<file path="config.mk">
export PLATFORM = sky130hd
export DESIGN_NAME = icache_port_arbiter_flat
export DESIGN_NICKNAME = d
export VERILOG_FILES = /design/src/rtl/ifq_pkg.sv /design/src/rtl/icache_port_arbiter_if.sv /design/src/rtl/icache_arb_wdog.sv /design/src/rtl/icache_port_arbiter.sv /design/src/flat_wrapper.sv
export SDC_FILE = /design/constraint.sdc
export NUM_CORES = 1
export LEC_CHECK = 0
export ABC_AREA = 1
export CORE_AREA = 4 4 140 142
export CTS_CLUSTER_DIAMETER = 100
export CTS_CLUSTER_SIZE = 8
export DETAILED_ROUTE_END_ITERATION = 12
export DIE_AREA = 0 0 144 146
export SETUP_SLACK_MARGIN = 0.15
export SYNTH_ARGS = -nofsm -noshare
export SYNTH_HDL_FRONTEND = slang
export SYNTH_HIERARCHICAL = 1
export SYNTH_SLANG_ARGS = --single-unit
</file>
<file path="constraint.sdc">
create_clock -name clk -period 2 [get_ports clk]
set_input_delay 0.2 -clock clk [delete_from_list [all_inputs] [get_ports clk]]
set_output_delay 0.2 -clock clk [all_outputs]
set_load 0.01 [all_outputs]
</file>
<file path="src/rtl/ifq_pkg.sv">
// Shared types and widths for the instruction-fetch side: arbiter state and read-port owner.
package ifq_pkg;

  localparam int IFQ_ADDR_W = 32;
  localparam int IFQ_LINE_W = 128;

  typedef enum logic {ARB_IDLE, ARB_BUSY} arb_state_t;
  typedef enum logic {OWN_IFQ, OWN_AUX} arb_owner_t;

endpackage

</file>
<file path="src/rtl/icache_port_arbiter_if.sv">
// Bundle between the two cache-port requesters plus the i_cache, and the arbiter in between.
// master = requesters and cache (the environment), slave = the arbiter.
interface icache_port_arbiter_if import ifq_pkg::*; #(
  parameter int ADDR_W = IFQ_ADDR_W,
  parameter int DATA_W = IFQ_LINE_W
);

  logic              req0_valid;
  logic [ADDR_W-1:0] req0_addr;
  logic              req0_ready;
  logic              req0_abort;
  logic              resp0_valid;
  logic              resp0_err;

  logic              req1_valid;
  logic [ADDR_W-1:0] req1_addr;
  logic              req1_ready;
  logic              req1_abort;
  logic              resp1_valid;
  logic              resp1_err;

  logic [DATA_W-1:0] resp_data;

  logic [ADDR_W-1:0] cache_pc;
  logic              cache_rd_en;
  logic              cache_abort;
  logic [DATA_W-1:0] cache_dout;
  logic              cache_dout_valid;

  modport master (
    output req0_valid, req0_addr, req0_abort,
    output req1_valid, req1_addr, req1_abort,
    output cache_dout, cache_dout_valid,
    input  req0_ready, resp0_valid, resp0_err,
    input  req1_ready, resp1_valid, resp1_err,
    input  resp_data, cache_pc, cache_rd_en, cache_abort
  );

  modport slave (
    input  req0_valid, req0_addr, req0_abort,
    input  req1_valid, req1_addr, req1_abort,
    input  cache_dout, cache_dout_valid,
    output req0_ready, resp0_valid, resp0_err,
    output req1_ready, resp1_valid, resp1_err,
    output resp_data, cache_pc, cache_rd_en, cache_abort
  );

endinterface

</file>
<file path="src/rtl/icache_arb_wdog.sv">
// Watchdog for the outstanding cache read: counts busy cycles and flags the last allowed one.
module icache_arb_wdog #(
  parameter int TIMEOUT = 64
) (
  input  logic clk,
  input  logic rst,
  input  logic clear,
  input  logic enable,
  output logic expire
);

  localparam int CW = (TIMEOUT > 2) ? $clog2(TIMEOUT) : 1;

  logic [CW-1:0] cnt;

  // Holds at TIMEOUT-1 once reached; the owner of the read is aborted on that cycle anyway.
  always_ff @(posedge clk or posedge rst) begin
    if (rst) begin
      cnt <= '0;
    end else if (clear) begin
      cnt <= '0;
    end else if (enable && !expire) begin
      cnt <= cnt + CW'(1);
    end
  end

  assign expire = (cnt == CW'(TIMEOUT - 1));

endmodule

</file>
<file path="src/rtl/icache_port_arbiter.sv">
// Shares the single i_cache read port between the IFQ fetch (port 0, priority) and an auxiliary
// reader (port 1), one outstanding read at a time, with starvation guard and hung-read watchdog.
module icache_port_arbiter import ifq_pkg::*; #(
  parameter int ADDR_W     = IFQ_ADDR_W,
  parameter int DATA_W     = IFQ_LINE_W,
  parameter int STARVE_MAX = 4,
  parameter int TIMEOUT    = 64
) (
  input  logic                 clk,
  input  logic                 rst,
  icache_port_arbiter_if.slave bus
);

  localparam int SW = $clog2(STARVE_MAX + 1);

  arb_state_t        state;
  arb_owner_t        owner;
  logic [ADDR_W-1:0] addr_q;
  logic [SW-1:0]     starve_cnt;
  logic [DATA_W-1:0] line_data;

  logic busy, own_abort, complete, timeout, wdog_expire;
  logic grant_ok, starved, grant0, grant1;

  assign busy      = (state == ARB_BUSY);
  assign own_abort = busy && ((owner == OWN_IFQ) ? bus.req0_abort : bus.req1_abort);
  assign complete  = busy && bus.cache_dout_valid && !own_abort;
  assign timeout   = busy && wdog_expire && !bus.cache_dout_valid && !own_abort;

  // Gating with rst keeps ready low while the async reset is held, even with requests pending.
  assign grant_ok = !rst && (!busy || complete);
  assign starved  = (starve_cnt == SW'(STARVE_MAX));
  assign grant1   = grant_ok && bus.req1_valid && (!bus.req0_valid || starved);
  assign grant0   = grant_ok && bus.req0_valid && !grant1;

  assign bus.req0_ready  = grant0;
  assign bus.req1_ready  = grant1;
  assign bus.resp0_valid = (complete || timeout) && (owner == OWN_IFQ);
  assign bus.resp1_valid = (complete || timeout) && (owner == OWN_AUX);
  assign bus.resp0_err   = timeout && (owner == OWN_IFQ);
  assign bus.resp1_err   = timeout && (owner == OWN_AUX);
  assign bus.cache_abort = own_abort || timeout;
  assign bus.cache_rd_en = busy;
  assign bus.cache_pc    = addr_q;

  assign line_data     = bus.cache_dout;
  assign bus.resp_data = line_data;

  // NOTE: state registers use non-blocking assignments so every flop samples pre-edge values.
  always_ff @(posedge clk or posedge rst) begin
    if (rst) begin
      state      <= ARB_IDLE;
      owner      <= OWN_IFQ;
      addr_q     <= '0;
      starve_cnt <= '0;
    end else begin
      if (grant0 || grant1) begin
        state  <= ARB_BUSY;
        owner  <= grant1 ? OWN_AUX : OWN_IFQ;
        addr_q <= grant1 ? bus.req1_addr : bus.req0_addr;
      end else if (own_abort || complete || timeout) begin
        state <= ARB_IDLE;
      end

      // Counts port-0 wins only while port 1 is actually waiting.
      if (!bus.req1_valid || grant1) begin
        starve_cnt <= '0;
      end else if (grant0 && !starved) begin
        starve_cnt <= starve_cnt + SW'(1);
      end
    end
  end

  icache_arb_wdog #(
    .TIMEOUT (TIMEOUT)
  ) u_wdog (
    .clk    (clk),
    .rst    (rst),
    .clear  (grant0 || grant1),
    .enable (busy),
    .expire (wdog_expire)
  );

endmodule

</file>
<file path="src/flat_wrapper.sv">
// flat-port wrapper written by rule: the top's interface ports become plain ports
module icache_port_arbiter_flat import ifq_pkg::*;
#(
  parameter int ADDR_W     = IFQ_ADDR_W,
  parameter int DATA_W     = IFQ_LINE_W,
  parameter int STARVE_MAX = 4,
  parameter int TIMEOUT    = 64
)
  (clk, rst, bus_req0_valid, bus_req0_addr, bus_req0_abort, bus_req1_valid, bus_req1_addr, bus_req1_abort, bus_cache_dout, bus_cache_dout_valid, bus_req0_ready, bus_resp0_valid, bus_resp0_err, bus_req1_ready, bus_resp1_valid, bus_resp1_err, bus_resp_data, bus_cache_pc, bus_cache_rd_en, bus_cache_abort);
  icache_port_arbiter_if #(.ADDR_W(ADDR_W), .DATA_W(DATA_W)) bus_i ();
  input  logic clk;
  input  logic rst;
  input wire logic [$bits(bus_i.req0_valid)-1:0] bus_req0_valid;
  input wire logic [$bits(bus_i.req0_addr)-1:0] bus_req0_addr;
  input wire logic [$bits(bus_i.req0_abort)-1:0] bus_req0_abort;
  input wire logic [$bits(bus_i.req1_valid)-1:0] bus_req1_valid;
  input wire logic [$bits(bus_i.req1_addr)-1:0] bus_req1_addr;
  input wire logic [$bits(bus_i.req1_abort)-1:0] bus_req1_abort;
  input wire logic [$bits(bus_i.cache_dout)-1:0] bus_cache_dout;
  input wire logic [$bits(bus_i.cache_dout_valid)-1:0] bus_cache_dout_valid;
  output wire logic [$bits(bus_i.req0_ready)-1:0] bus_req0_ready;
  output wire logic [$bits(bus_i.resp0_valid)-1:0] bus_resp0_valid;
  output wire logic [$bits(bus_i.resp0_err)-1:0] bus_resp0_err;
  output wire logic [$bits(bus_i.req1_ready)-1:0] bus_req1_ready;
  output wire logic [$bits(bus_i.resp1_valid)-1:0] bus_resp1_valid;
  output wire logic [$bits(bus_i.resp1_err)-1:0] bus_resp1_err;
  output wire logic [$bits(bus_i.resp_data)-1:0] bus_resp_data;
  output wire logic [$bits(bus_i.cache_pc)-1:0] bus_cache_pc;
  output wire logic [$bits(bus_i.cache_rd_en)-1:0] bus_cache_rd_en;
  output wire logic [$bits(bus_i.cache_abort)-1:0] bus_cache_abort;
  assign bus_i.req0_valid = bus_req0_valid;
  assign bus_i.req0_addr = bus_req0_addr;
  assign bus_i.req0_abort = bus_req0_abort;
  assign bus_i.req1_valid = bus_req1_valid;
  assign bus_i.req1_addr = bus_req1_addr;
  assign bus_i.req1_abort = bus_req1_abort;
  assign bus_i.cache_dout = bus_cache_dout;
  assign bus_i.cache_dout_valid = bus_cache_dout_valid;
  assign bus_req0_ready = bus_i.req0_ready;
  assign bus_resp0_valid = bus_i.resp0_valid;
  assign bus_resp0_err = bus_i.resp0_err;
  assign bus_req1_ready = bus_i.req1_ready;
  assign bus_resp1_valid = bus_i.resp1_valid;
  assign bus_resp1_err = bus_i.resp1_err;
  assign bus_resp_data = bus_i.resp_data;
  assign bus_cache_pc = bus_i.cache_pc;
  assign bus_cache_rd_en = bus_i.cache_rd_en;
  assign bus_cache_abort = bus_i.cache_abort;
  icache_port_arbiter #(.ADDR_W(ADDR_W), .DATA_W(DATA_W), .STARVE_MAX(STARVE_MAX), .TIMEOUT(TIMEOUT)) u_core (.clk(clk), .rst(rst), .bus(bus_i));
endmodule
</file>
== Word-level counts from Yosys, hierarchy flattened ==
Index checks and enable logic that the tools add are counted.
Word-level totals
  bits of input ports: 199
  register bits: 43
Operators by class
  bitwise gates (word level): 1
  eq/ne operators: 2
  add/subtract/negate cells: 2
  multiplexer cells: 9
  reductions and logical operators: 37
Operator list (count)
  $mux 32: 1
  $logic_and 1x1->1: 17
  $mux 6: 2
  $logic_not 1->1: 9
  $logic_or 1x1->1: 8
  $add 6x1->6 const B: 1
  $eq 6x6->1 const B: 1
  $mux 3: 2
  $reduce_bool 2->1: 3
  $mux 1: 4
  $add 3x1->3 const B: 1
  $eq 3x3->1 const B: 1
  $not 1->1: 1

== Logic depth before layout (Yosys ltp) ==
Gate-level depths: netlist of run 1.
  depth in word-level cells: 13
  depth in mapped cells: 10

== Modules after synthesis ==
Netlist of run 1, hierarchy kept.
Modules (own cells, without submodules)
  icache_port_arbiter: area an instance 2768.9 µm², cells each 352, instances 1
  icache_arb_wdog: area an instance 389.1 µm², cells each 54, instances 1

== Least setup slack after synthesis of run 1 ==
Ideal clock, no wire load.
  path type: reg-to-reg
  start point: register u_core.state, in the netlist u_core/bus.cache_rd_en
  end point: register u_core.u_wdog.cnt[3]
  buffers on the path: 1
  cell stages (with the launch flop): 9
  clock period less this slack: 1.617 ns
  path slack: 0.383 ns
  data arrival time: 1.501 ns
  cells stage by stage: dfrtp_1 > nand3_2 > o211ai_2 > buf_2 > inv_1 > inv_2 > nand2_2 > nand2_1 > nand2_1
On the way
  word-level cells in the longest chain between the ends: 11
  elaborated cells between the ends (all ways): 16
RTL lines
  from (decl): RTL line icache_port_arbiter.sv:16  | arb_state_t state;
  from (signal assigned): RTL line icache_port_arbiter.sv:52  | state <= ARB_IDLE;
  from (signal assigned): RTL line icache_port_arbiter.sv:58  | state <= ARB_BUSY;
  from (signal assigned): RTL line icache_port_arbiter.sv:62  | state <= ARB_IDLE;
  $logic_and 1x1->1: RTL line icache_port_arbiter.sv:26  | assign own_abort = busy && ((owner == OWN_IFQ) ? bus.req0_abort : bus.req1_abort);
  $logic_not 1->1: RTL line icache_port_arbiter.sv:27  | assign complete = busy && bus.cache_dout_valid && !own_abort;
  $logic_and 1x1->1: RTL line icache_port_arbiter.sv:27
  $logic_or 1x1->1: RTL line icache_port_arbiter.sv:31  | assign grant_ok = !rst && (!busy || complete);
  $logic_and 1x1->1: RTL line icache_port_arbiter.sv:31
  $logic_and 1x1->1 (2 in series): RTL line icache_port_arbiter.sv:33  | assign grant1 = grant_ok && bus.req1_valid && (!bus.req0_valid || starved);
  $logic_not 1->1: RTL line icache_port_arbiter.sv:34  | assign grant0 = grant_ok && bus.req0_valid && !grant1;
  $logic_and 1x1->1: RTL line icache_port_arbiter.sv:34
  $logic_or 1x1->1: RTL line icache_port_arbiter.sv:79  | .clear (grant0 || grant1),
  $mux 6 / $reduce_bool 2->1 (equally long branches)
  to (signal assigned): RTL line icache_arb_wdog.sv:23  | cnt <= cnt + CW'(1);
  to (decl): RTL line icache_arb_wdog.sv:14  | logic [CW-1:0] cnt;
Parallel ways exist; a longest one is shown, timed or not.
A chain may end at the register's enable or synchronous reset.

== Final worst setup path of run 1 ==
  start point: register u_core.starve_cnt[0]
  end point: output bus_req0_ready
On the way
  word-level cells in the longest chain between the ends: 5
RTL lines
  from (decl): RTL line icache_port_arbiter.sv:19  | logic [SW-1:0] starve_cnt;
  from (signal assigned): RTL line icache_port_arbiter.sv:69  | starve_cnt <= starve_cnt + SW'(1);
  $eq 3x3->1: RTL line icache_port_arbiter.sv:32  | assign starved = (starve_cnt == SW'(STARVE_MAX));
  $logic_or 1x1->1: RTL line icache_port_arbiter.sv:33
  $logic_and 1x1->1: RTL line icache_port_arbiter.sv:33
  $logic_not 1->1: RTL line icache_port_arbiter.sv:34
  $logic_and 1x1->1: RTL line icache_port_arbiter.sv:34
  to (decl): RTL line flat_wrapper.sv:21  | output wire logic [$bits(bus_i.req0_ready)-1:0] bus_req0_ready;
Every way passes these cells.

==> metrics.md, run 1 <==
| Metric | Value |
|---|---|
| Outcome | complete, no violations |
| List of most frequent post-synthesis cells | buf_4, nand2_1, nand3_1, dfrtp_1, inv_1 |
| Fin crit period | 1.81 ns |
| Max-slew headroom | 63.3% |
| FF-to-FF path depth | 9 |
| Max_cap viols | 0 |
| Io pins | 367 |
| Syn Nets | 608 |
| Longest Clk Path Bufs | 2 |
| Fmax | 0.554 GHz |
| DR WL/cell | 16.0 um |
| Cell Area, Synth | 3160 sq um |
| Starting DRT DRC Count | 58 |
| Port bufs | 110 |
| Leading cell type by number of instances after synthesis | buf_4 |
| Starting Density | 17.1% |
| Critical Path Sink Type | primary output |
| Pwr dens | 1000 nW/um^2 |
| Final setup viols | 0 |
| Leakage | 1.70 nW |
| Unrepaired setup endpoints after global routing | true |
| Biggest area consumer among synthesized cells | dfrtp_1 |
| Filler instances | 2,047 |
| Async S/R FF share, synth | 100% |
| H-tree depth | 2 |
| Post-synthesis simple-gate area fraction | 27.1% |
| Mean area per synthesized cell | 7.78 sq um |
| Vias per cell | 4.02 |
| Worst Tran Pin Value | 0.550 ns |
| Worst endpoint required time | 1.80 ns |
| CTS root buffer | clkbuf_16 |
| Synth warn | 6 |
| GRT Util Overall | 9.37% |
| Final wirelength | 10,200 um |
| Max FO, Critical Path | 3 |
| Dominant synthesized flop cell | dfrtp_1 |
| Cells after synthesis | 406 |
| Final non-filler cell area | 3850 sq um |
| Seq/Total Area, Yosys | 34.1% |
| Area growth syn-to-layout | 21.9% |
| Worst vdd ir | 0.000420 V |
| Fin. Hold Viols | 0 |
| Vias | 2,565 |
| Power Total | 3.85 mW |
| Crit share post-route | 90.3% |
| Die Width | 144 um |
| Largest family of logic cells by synthesized area | buffers and inverters |
| Initial antenna violation count | 0 |
| Adder-cell share of the synthesized area | 1.19% |
| Clk pin slew, worst setup/hold paths | 0.08 ns |
| Pin count of the biggest net entering global routing | 38 |
| WP data arrival | 1.61 ns |
| Detailed Place HPWL | 7410 um |
| Gr ovfl total | 0 |
| Startpoint Class | register |
| Die span in y | 146 um |
| DRC | 0 |
| R2r startpoint | u_core/starve_cnt[0]$_DFFE_PP0P_ |
| CTS tree | done |
| Placed Area | 3650 sq um |
| Layout Skew | 0.00774 ns |
| Synth area leaders | dfrtp_1, buf_4, nand3_1 |
| Seq cells post-synth | 43 |
| HP Class | in2async |
| Mux share of post-synthesis cell area | 0% |
| # diodes | 0 |
| Final ANT Viol Nets | 0 |
| Drt first pass iters | 4 |
| R2r endpoint | u_core/bus.cache_pc[12]$_DFFE_PP0P_ |
| Clk sink count | 43 |
| Die area | 21,000 sq um |
| Final Slew Violations | 0 |
| Nets | 605 |
| First-pass GRT wire length | 14,600 um |
| Post-synth EDFFs | 0 |
| Clk_lat worst skew | 0.30 ns |
| Fraction of layout cells with a size suffix above 1 | 13.6% |
| Clock buffer count from CTS | 5 |
| Crit Path Category | reg2out |
| Core Util, Final | 20.9% |
| GP Congestion | 0.716 |
| Xor and xnor fraction of the mapped netlist area | 0.277% |
| Vias in the first global route | 2,607 |
| Core area | 18,500 sq um |
| Area fraction of the dominant cell type after synthesis | 34.1% |
| R2R Setup Slk | 0.31 ns |
| Cell variety after synth | 22 |
| Post-synthesis compound-gate area fraction | 1.98% |
| Std-Cell Rows | 50 |
## kinds of logic (layout without fill, tap and decap cells)
group           count (synthesis)  after routing
compound gates                  9              9
xor+xnor                        1              1
fa+ha+maj                       3              3
buf+inv                       162            160
flops                          43             43
simple gates                  188            188
## metal layers
metal / part of all wire (%) / vias to the layer above / GRT usage, %
li1: - / 1161 / -
met1: 37 / 1176 / 9.46
met2: 42 / 148 / 13.8
met3: 12 / 80 / 4.96
met4: 9.0 / 0 / 8.43
met5: 0 / - / 0
## worst max-delay path by stage
stage                                       end  slack, ns  cells past startpoint                               start
5_1_grt                          bus_req0_ready       0.06                      8    u_core/starve_cnt[0]$_DFFE_PP0P_
3_5_place_dp                     bus_req0_ready      -0.11                      9                bus_cache_dout_valid
2_1_floorplan  u_core/u_wdog/cnt[3]$_DFFE_PP0P_       0.38                      8  u_core/bus.cache_rd_en$_DFFE_PP0P_
6_report                         bus_req0_ready       0.19                      8    u_core/starve_cnt[0]$_DFFE_PP0P_
3_3_place_gp                     bus_req0_ready      -0.13                      9                bus_cache_dout_valid
4_1_cts                          bus_req0_ready       0.13                      7  u_core/bus.cache_rd_en$_DFFE_PP0P_
## worst max-delay path: stages, from the launching register on
cell           delay (ns)
dfrtp_1              0.39
inv_1                0.09
ha_1                 0.15
nand2_1              0.05
nand2_1              0.10
nand4_1              0.13
nand2_1              0.08
inv_1                0.05
dlygate4sd2_1        0.28
## through the flow
stage	hold slack (ns)	setup WS [ns]	TNS, ns	std cells
after global routing	0.347	0.0574	0	638
after detailed placement	0.400	-0.111	-0.351	624
after global placement	0.400	-0.129	-0.291	624
after floorplan	-0.00904	0.383	0	406
after CTS	0.317	0.126	0	634
final	0.321	0.195	0	638
## flip-flops by register name, summed over array words and instances (netlist names)
name and flops:
u_core/bus.cache_pc 32, u_core/owner 1, u_core/u_wdog/cnt 6, u_core/bus.cache_rd_en 1, u_core/starve_cnt 3
## layout make-up
type	instances	area [sq um]	share of cell area, %
repair buffers	130	1230	32.0
clock buffers	5	125	3.25
well taps	234	293	7.61
clock inverters	3	43.8	1.14
flip-flops and latches	43	1080	28.0
multi-input cells	201	995	25.8
inverters	22	82.6	2.15
## power breakdown
group          switching [mW]  internal (mW)  total (mW)
clock                   0.408          0.591       0.999
combinational           0.696          0.822        1.52
sequential              0.190           1.15        1.34
total                    1.29           2.56        3.85
## what timing repair did
item,CTS,global route
setup buffers,2,4
hold buffers,0,0
resized for setup,22,5
hold endpoints to repair,0,0
pin swaps,1,2
setup endpoints to repair,7,7
## cells in the final DEF (no fill, tap or decap), drive strengths merged, types with 4 or more instances in the layout
cell and instances:
buf 23, clkbuf 8, clkdlybuf4s50 103, dfrtp 43, inv 22, nand2 94
nand3 75, nand4 4, nor2 13, o21ai 5
Note: power is estimated with default switching activity, not from simulation.
==> run 2, diff against run 1 <==
--- a/config.mk
+++ b/config.mk
@@ -11,6 +11,7 @@
 export CTS_CLUSTER_SIZE = 8
 export DETAILED_ROUTE_END_ITERATION = 12
 export DIE_AREA = 0 0 144 146
+export MAX_ROUTING_LAYER = met4
 export SETUP_SLACK_MARGIN = 0.15
 export SYNTH_ARGS = -nofsm -noshare
 export SYNTH_HDL_FRONTEND = slang
==> run 2 against run 1 <==
Net effect:
- power barely moved
- final area is the same
- utilization unchanged
- clock power barely moved
- routed wire length fell by 0.14%
- combinational power is essentially flat
- final cell count unchanged
- first-iteration DRC count is 12% higher
- fmax is essentially flat
- setup slack got worse by 0.0014 ns
- largest power group unchanged
==> metrics.md, run 2 (synthesized netlist as in run 1, its figures left out) <==
| Metric | Value |
|---|---|
| WHS | 0.322 ns (was 0.321 ns) |
| Max-slew headroom | 63.6% (was 63.3%) |
| Fmax | 0.554 GHz (about the same) |
| Io pins | 367 (unchanged) |
| Vias | 2,583 (was 2,565) |
| Initial antenna violation count | 0 (unchanged) |
| Nets | 605 (unchanged) |
| Commonest cells after routing, fill and taps aside | clkdlybuf4s50_1, nand2_1, nand3_1, dfrtp_1, buf_4 (unchanged) |
| Leakage | 1.70 nW (unchanged) |
| Clk pin slew, worst setup/hold paths | 0.08 ns (about the same) |
| GP Congestion | 0.724 (was 0.716) |
| Final wirelength | 10,200 um (about the same) |
| Worst vdd ir | 0.000417 V (was 0.000420 V) |
| Max FO, Critical Path | 3 (unchanged) |
| Starting DRT DRC Count | 65 (was 58) |
| Clock power share | 25.9% (about the same) |
| Die Width | 144 um (unchanged) |
| Pwr dens | 1000 nW/um^2 (about the same) |
| Final non-filler cell area | 3850 sq um (unchanged) |
| H-tree depth | 2 (unchanged) |
| R2r endpoint | u_core/bus.cache_pc[12]$_DFFE_PP0P_ (unchanged) |
| Largest register FFs | 32 (unchanged) |
| Worst endpoint required time | 1.80 ns (about the same) |
| Switch share | 33.5% (was 33.6%) |
| Fin. Hold Viols | 0 (unchanged) |
| Std-Cell Rows | 50 (unchanged) |
| # diodes | 0 (unchanged) |
| R2R Setup Slk | 0.31 ns (about the same) |
| Max_cap viols | 0 (unchanged) |
| GRT Util Overall | 9.65% (was 9.37%) |
| Pin count of the biggest net entering global routing | 38 (unchanged) |
| Clock buffer count from CTS | 5 (unchanged) |
| Crit share post-route | 90.3% (about the same) |
| Core area | 18,500 sq um (unchanged) |
| Longest Clk Path Bufs | 2 (unchanged) |
| DR WL/cell | 16.0 um (about the same) |
| Clk sink count | 43 (unchanged) |
| Final Non-Filler Cells | 638 (unchanged) |
| Power Total | 3.85 mW (about the same) |
| Die area | 21,000 sq um (unchanged) |
| Hold-fix buffers at CTS | 0 (unchanged) |
| Placed Area | 3650 sq um (unchanged) |
| Sw power | 1.29 mW (about the same) |
| Crit Path Category | reg2out (unchanged) |
| Startpoint Class | register (unchanged) |
| Clk_lat worst skew | 0.30 ns (about the same) |
| Fin crit period | 1.81 ns (about the same) |
| Area growth syn-to-layout | 21.9% (unchanged) |
| WP data arrival | 1.61 ns (about the same) |
| Critical Path Sink Type | primary output (unchanged) |
| R2r startpoint | u_core/starve_cnt[0]$_DFFE_PP0P_ (unchanged) |
| Vias in the first global route | 2,613 (was 2,607) |
| Final ANT Viol Nets | 0 (unchanged) |
| Most common cell after layout, fill and taps aside | clkdlybuf4s50_1 (unchanged) |
| FF-to-FF path depth | 9 (unchanged) |
| DRC | 0 (unchanged) |
| Placed Cells | 624 (unchanged) |
| HP Class | in2async (unchanged) |
| Combinational fraction of design power | 39.5% (was 39.4%) |
| Fraction of layout cells with a size suffix above 1 | 13.6% (unchanged) |
| Unrepaired setup endpoints after global routing | true (unchanged) |
| Final setup viols | 0 (unchanged) |
| Gr ovfl total | 0 (unchanged) |
| Port bufs | 110 (unchanged) |
| First-pass GRT wire length | 14,600 um (about the same) |
| CTS tree | done (unchanged) |
| Pint | 2.56 mW (about the same) |
| Seq pwr share | 34.7% (about the same) |
| Outcome | complete, no violations (unchanged) |
| Final Slew Violations | 0 (unchanged) |
| Die span in y | 146 um (unchanged) |
| CTS root buffer | clkbuf_16 (unchanged) |
| Worst Tran Pin Value | 0.546 ns (was 0.550 ns) |
| Detailed Place HPWL | 7410 um (unchanged) |
| Vias per cell | 4.05 (was 4.02) |
| Starting Density | 17.1% (unchanged) |
| Layout Skew | 0.00872 ns (was 0.00774 ns) |
| Drt first pass iters | 4 (unchanged) |
run 2: stage by stage:
step,setup TNS [ns],worst slack (ns),utilization (%)
2_1_floorplan,0,0.383,-
3_3_place_gp,-0.291,-0.129,19.8
3_5_place_dp,-0.351,-0.111,19.8
4_1_cts,0,0.126,20.8
5_1_grt,0,0.0574,20.9
6_report,0,0.193,20.9
run 2: worst max-delay path, cell delays in order, from the launching register on:
cell,delay [ns]
dfrtp_1,0.39
inv_1,0.09
ha_1,0.15
nand2_1,0.05
nand2_1,0.10
nand4_1,0.13
nand2_1,0.08
inv_1,0.05
dlygate4sd2_1,0.28
run 2: worst max-delay path by stage:
stage / from / to / slack, ns / cells after the start
floorplan: u_core/bus.cache_rd_en$_DFFE_PP0P_ / u_core/u_wdog/cnt[3]$_DFFE_PP0P_ / 0.38 / 8
global placement: bus_cache_dout_valid / bus_req0_ready / -0.13 / 9
detailed placement: bus_cache_dout_valid / bus_req0_ready / -0.11 / 9
CTS: u_core/bus.cache_rd_en$_DFFE_PP0P_ / bus_req0_ready / 0.13 / 7
global route: u_core/starve_cnt[0]$_DFFE_PP0P_ / bus_req0_ready / 0.06 / 8
finish: u_core/starve_cnt[0]$_DFFE_PP0P_ / bus_req0_ready / 0.19 / 8
run 2: area by class of cell:
| type | instances | area, sq um |
|---|---|---|
| clock buffer | 5 | 125 |
| clock inverter | 3 | 43.8 |
| fill | 2047 | 14600 |
| inverter | 22 | 82.6 |
| multi-input combinational | 201 | 995 |
| sequential | 43 | 1080 |
| tap | 234 | 293 |
| timing repair buffer | 130 | 1230 |
run 2: power groups by stage:
stage | clock network (mW) | registers, mW | logic, mW
2_1_floorplan | 0 | 1.44 | 0.765
3_3_place_gp | 0 | 1.35 | 1.49
3_5_place_dp | 0 | 1.35 | 1.49
4_1_cts | 1.04 | 1.34 | 1.53
5_1_grt | 1.08 | 1.37 | 1.66
6_report | 0.996 | 1.33 | 1.52
run 2: repair_timing:
item | CTS | global route
buffers inserted | 2 | 4
resized for setup | 22 | 5
pin swaps | 1 | 2
endpoints found under the setup margin | 7 | 7
run 2: layer usage:
layer	track usage (%)	routed length, um	vias to the layer above
met4	8.43	915	0
met2	13.8	4320	150
met1	9.92	3920	1184
met3	4.21	1060	86
li1	-	-	1163
met5	-	0	-
==> run 3, diff against run 2 <==
--- a/config.mk
+++ b/config.mk
@@ -6,11 +6,11 @@
 export NUM_CORES = 1
 export LEC_CHECK = 0
 export ABC_AREA = 1
-export CORE_AREA = 4 4 140 142
+export CORE_AREA = 4 4 139 141
 export CTS_CLUSTER_DIAMETER = 100
 export CTS_CLUSTER_SIZE = 8
 export DETAILED_ROUTE_END_ITERATION = 12
-export DIE_AREA = 0 0 144 146
+export DIE_AREA = 0 0 143 145
 export MAX_ROUTING_LAYER = met4
 export SETUP_SLACK_MARGIN = 0.15
 export SYNTH_ARGS = -nofsm -noshare
==> constraint.sdc (replaced) <==
create_clock -name clk -period 2.2 [get_ports clk]
set_input_delay 0.22 -clock clk [delete_from_list [all_inputs] [get_ports clk]]
set_output_delay 0.22 -clock clk [all_outputs]
set_load 0.01 [all_outputs]
==> run 3 against run 2 <==
Net effect:
- critical path type unchanged
- critical endpoint is now bus_resp0_valid
- register-to-register slack better by 0.20 ns
- routed wire length is 3.8% lower
- die area is 1.4% lower
==> metrics.md, run 3 (synthesized netlist as in run 1, its figures left out) <==
| Metric | Value |
|---|---|
| Port bufs | 110 (unchanged) |
| Clk_lat worst skew | 0.29 ns (was 0.30 ns) |
| Final Slew Violations | 0 (unchanged) |
| FF-to-FF path depth | 7 (was 9) |
| Pwr dens | 904 nW/um^2 (was 1000 nW/um^2) |
| Io pins | 367 (unchanged) |
| Clk pin slew, worst setup/hold paths | 0.06 ns (was 0.08 ns) |
| CTS tree | done (unchanged) |
| R2r endpoint | u_core/bus.cache_pc[22]$_DFFE_PP0P_ (was u_core/bus.cache_pc[12]$_DFFE_PP0P_) |
| Drt first pass iters | 4 (unchanged) |
| Crit share post-route | 89.7% |
| GRT Util Overall | 9.60% (was 9.65%) |
| H-tree depth | 2 (unchanged) |
| Initial antenna violation count | 0 (unchanged) |
| Max FO, Critical Path | 4 (was 3) |
| Largest register FFs | 32 (unchanged) |
| Fraction of layout cells with a size suffix above 1 | 10.6% (was 13.6%) |
| Top cell by count, worst path | inv_2 (was nand2_1) |
| Die area | 20,700 sq um (was 21,000 sq um) |
| Startpoint Class | register (unchanged) |
| Worst path cell trace | ha_1 > nand2_1 > inv_2 > nand3_4 > inv_2 > o211ai_1 > buf_4 > nor2_1 > dlygate4sd2_1 (was inv_1 > ha_1 > nand2_1 > nand2_1 > nand4_1 > nand2_1 > inv_1 > dlygate4sd2_1) |
| Filler instances | 2,005 (was 2,047) |
| Max_cap viols | 0 (unchanged) |
| Critical Path Sink Type | primary output (unchanged) |
| Vias per cell | 3.92 (was 4.05) |
| Gr ovfl total | 0 (unchanged) |
| Clock buffer count from CTS | 5 (unchanged) |
| Hold-fix buffers at CTS | 0 (unchanged) |
| Area of the multi-input gates | 977 sq um (was 995 sq um) |
| Vias in the first global route | 2,501 (was 2,613) |
| Starting Density | 17.6% (was 17.1%) |
| Seq. cell area | 1080 sq um (unchanged) |
| CP max-delay cell | dfrtp_1 (unchanged) |
| Final wirelength | 9830 um (was 10,200 um) |
| Critical path buffer and inverter count | 4 (was 3) |
| Fin crit period | 1.97 ns |
| First-pass GRT wire length | 14,400 um (was 14,600 um) |
| Die Width | 143 um (was 144 um) |
| # diodes | 0 (unchanged) |
| R2r startpoint | u_core/bus.cache_rd_en$_DFFE_PP0P_ (was u_core/starve_cnt[0]$_DFFE_PP0P_) |
| Top delay family on crit path | buffers and inverters (unchanged) |
| Vias | 2,456 (was 2,583) |
| Power Total | 3.44 mW (was 3.85 mW) |
| DR WL/cell | 15.7 um (was 16.0 um) |
| Worst vdd ir | 0.000389 V (was 0.000417 V) |
| Std-Cell Rows | 49 (was 50) |
| Outcome | complete, no violations (unchanged) |
| Unrepaired setup endpoints after global routing | true (unchanged) |
| Die span in y | 145 um (was 146 um) |
| Fin. Hold Viols | 0 (unchanged) |
| Layout Skew | 0.00477 ns (was 0.00872 ns) |
| Fmax | 0.507 GHz |
| Clk sink count | 43 (unchanged) |
| Max-slew headroom | 70.7% (was 63.6%) |
| Most common cell after layout, fill and taps aside | clkdlybuf4s50_1 (unchanged) |
| Longest Clk Path Bufs | 2 (unchanged) |
| Commonest cells after routing, fill and taps aside | clkdlybuf4s50_1, nand2_1, nand3_1, dfrtp_1, inv_1 (was clkdlybuf4s50_1, nand2_1, nand3_1, dfrtp_1, buf_4) |
| Placed Cells | 615 (was 624) |
| R2R Setup Slk | 0.51 ns (was 0.31 ns) |
| Final setup viols | 0 (unchanged) |
| Crit Path Category | reg2out (unchanged) |
| Core area | 18,000 sq um (was 18,500 sq um) |
| Setup_tns | 0 ns (unchanged) |
| HP Class | in2async (unchanged) |
| Worst endpoint required time | 1.98 ns (was 1.80 ns) |
| CTS root buffer | clkbuf_16 (unchanged) |
| Worst Tran Pin Value | 0.440 ns (was 0.546 ns) |
| Nets | 598 (was 605) |
| Final ANT Viol Nets | 0 (unchanged) |
| Leakage | 1.68 nW (was 1.70 nW) |
| Area growth syn-to-layout | 20.4% (was 21.9%) |
| GP Congestion | 0.714 (was 0.724) |
| Starting DRT DRC Count | 112 (was 65) |
| Max stage delay on crit path | 0.38 ns (was 0.39 ns) |
| WP data arrival | 1.75 ns (was 1.61 ns) |
| Pin count of the biggest net entering global routing | 34 (was 38) |
| DRC | 0 (unchanged) |
| Final Non-Filler Cells | 626 (was 638) |
| Detailed Place HPWL | 7400 um (was 7410 um) |
-- run 3: worst reg2reg max path, cell delays in order (launching register included) --
cell and delay [ns]:
dfrtp_1 0.40, buf_4 0.19, nand3_2 0.14, nand2_1 0.14
nor2_4 0.11, buf_4 0.38, nand3_1 0.18, nand3_1 0.09
-- run 3: what timing repair did --
item                       in CTS  in global routing
setup endpoints to repair       7                  5
gates cloned                    0                  0
gates resized for setup         8                  6
pin swaps                       1                  2
setup buffers                   2                  1
-- run 3: area by class of cell --
cell class / instances / share of cell area (%)
multi-input cells: 201 / 25.7
flip-flops and latches: 43 / 28.3
clock inverters: 2 / 0.922
repair buffers: 123 / 31.7
inverters: 22 / 2.17
well taps: 229 / 7.54
clock buffers: 6 / 3.65
-- run 3: worst max-delay path by stage --
stage / cells past startpoint / endpoint / from
finish: 9 / bus_resp0_valid / u_core/u_wdog/cnt[0]$_DFFE_PP0P_
global route: 9 / bus_resp0_valid / u_core/u_wdog/cnt[1]$_DFFE_PP0P_
CTS: 8 / bus_resp0_valid / u_core/u_wdog/cnt[0]$_DFFE_PP0P_
detailed placement: 9 / bus_req0_ready / bus_cache_dout_valid
global placement: 9 / bus_req0_ready / bus_cache_dout_valid
floorplan: 8 / u_core/u_wdog/cnt[3]$_DFFE_PP0P_ / u_core/bus.cache_rd_en$_DFFE_PP0P_
-- run 3: report_power, final --
group / leakage [nW] / internal (mW) / switching (mW)
Combinational: 1.05 / 0.725 / 0.605
Sequential: 0.544 / 1.04 / 0.168
Clock: 0.0868 / 0.565 / 0.331
Total: 1.68 / 2.33 / 1.10
-- run 3: routing by layer --
layer	wire length, um	up-vias	track usage, %
li1	-	1141	-
met3	1150	68	4.71
met1	3750	1086	10.2
met5	0	-	-
met2	4190	161	13.4
met4	737	0	7.51
-- run 3: stage by stage --
stage | setup slack (ns) | utilization (%) | area, sq um | hold slack, ns
after floorplan | 0.583 | - | 3160 | 0.0110
after global placement | 0.0265 | 20.2 | 3620 | 0.440
after detailed placement | 0.0220 | 20.2 | 3620 | 0.440
after CTS | 0.132 | 21.2 | 3800 | 0.246
after global routing | 0.0930 | 21.2 | 3800 | 0.285
final | 0.227 | 21.2 | 3800 | 0.262
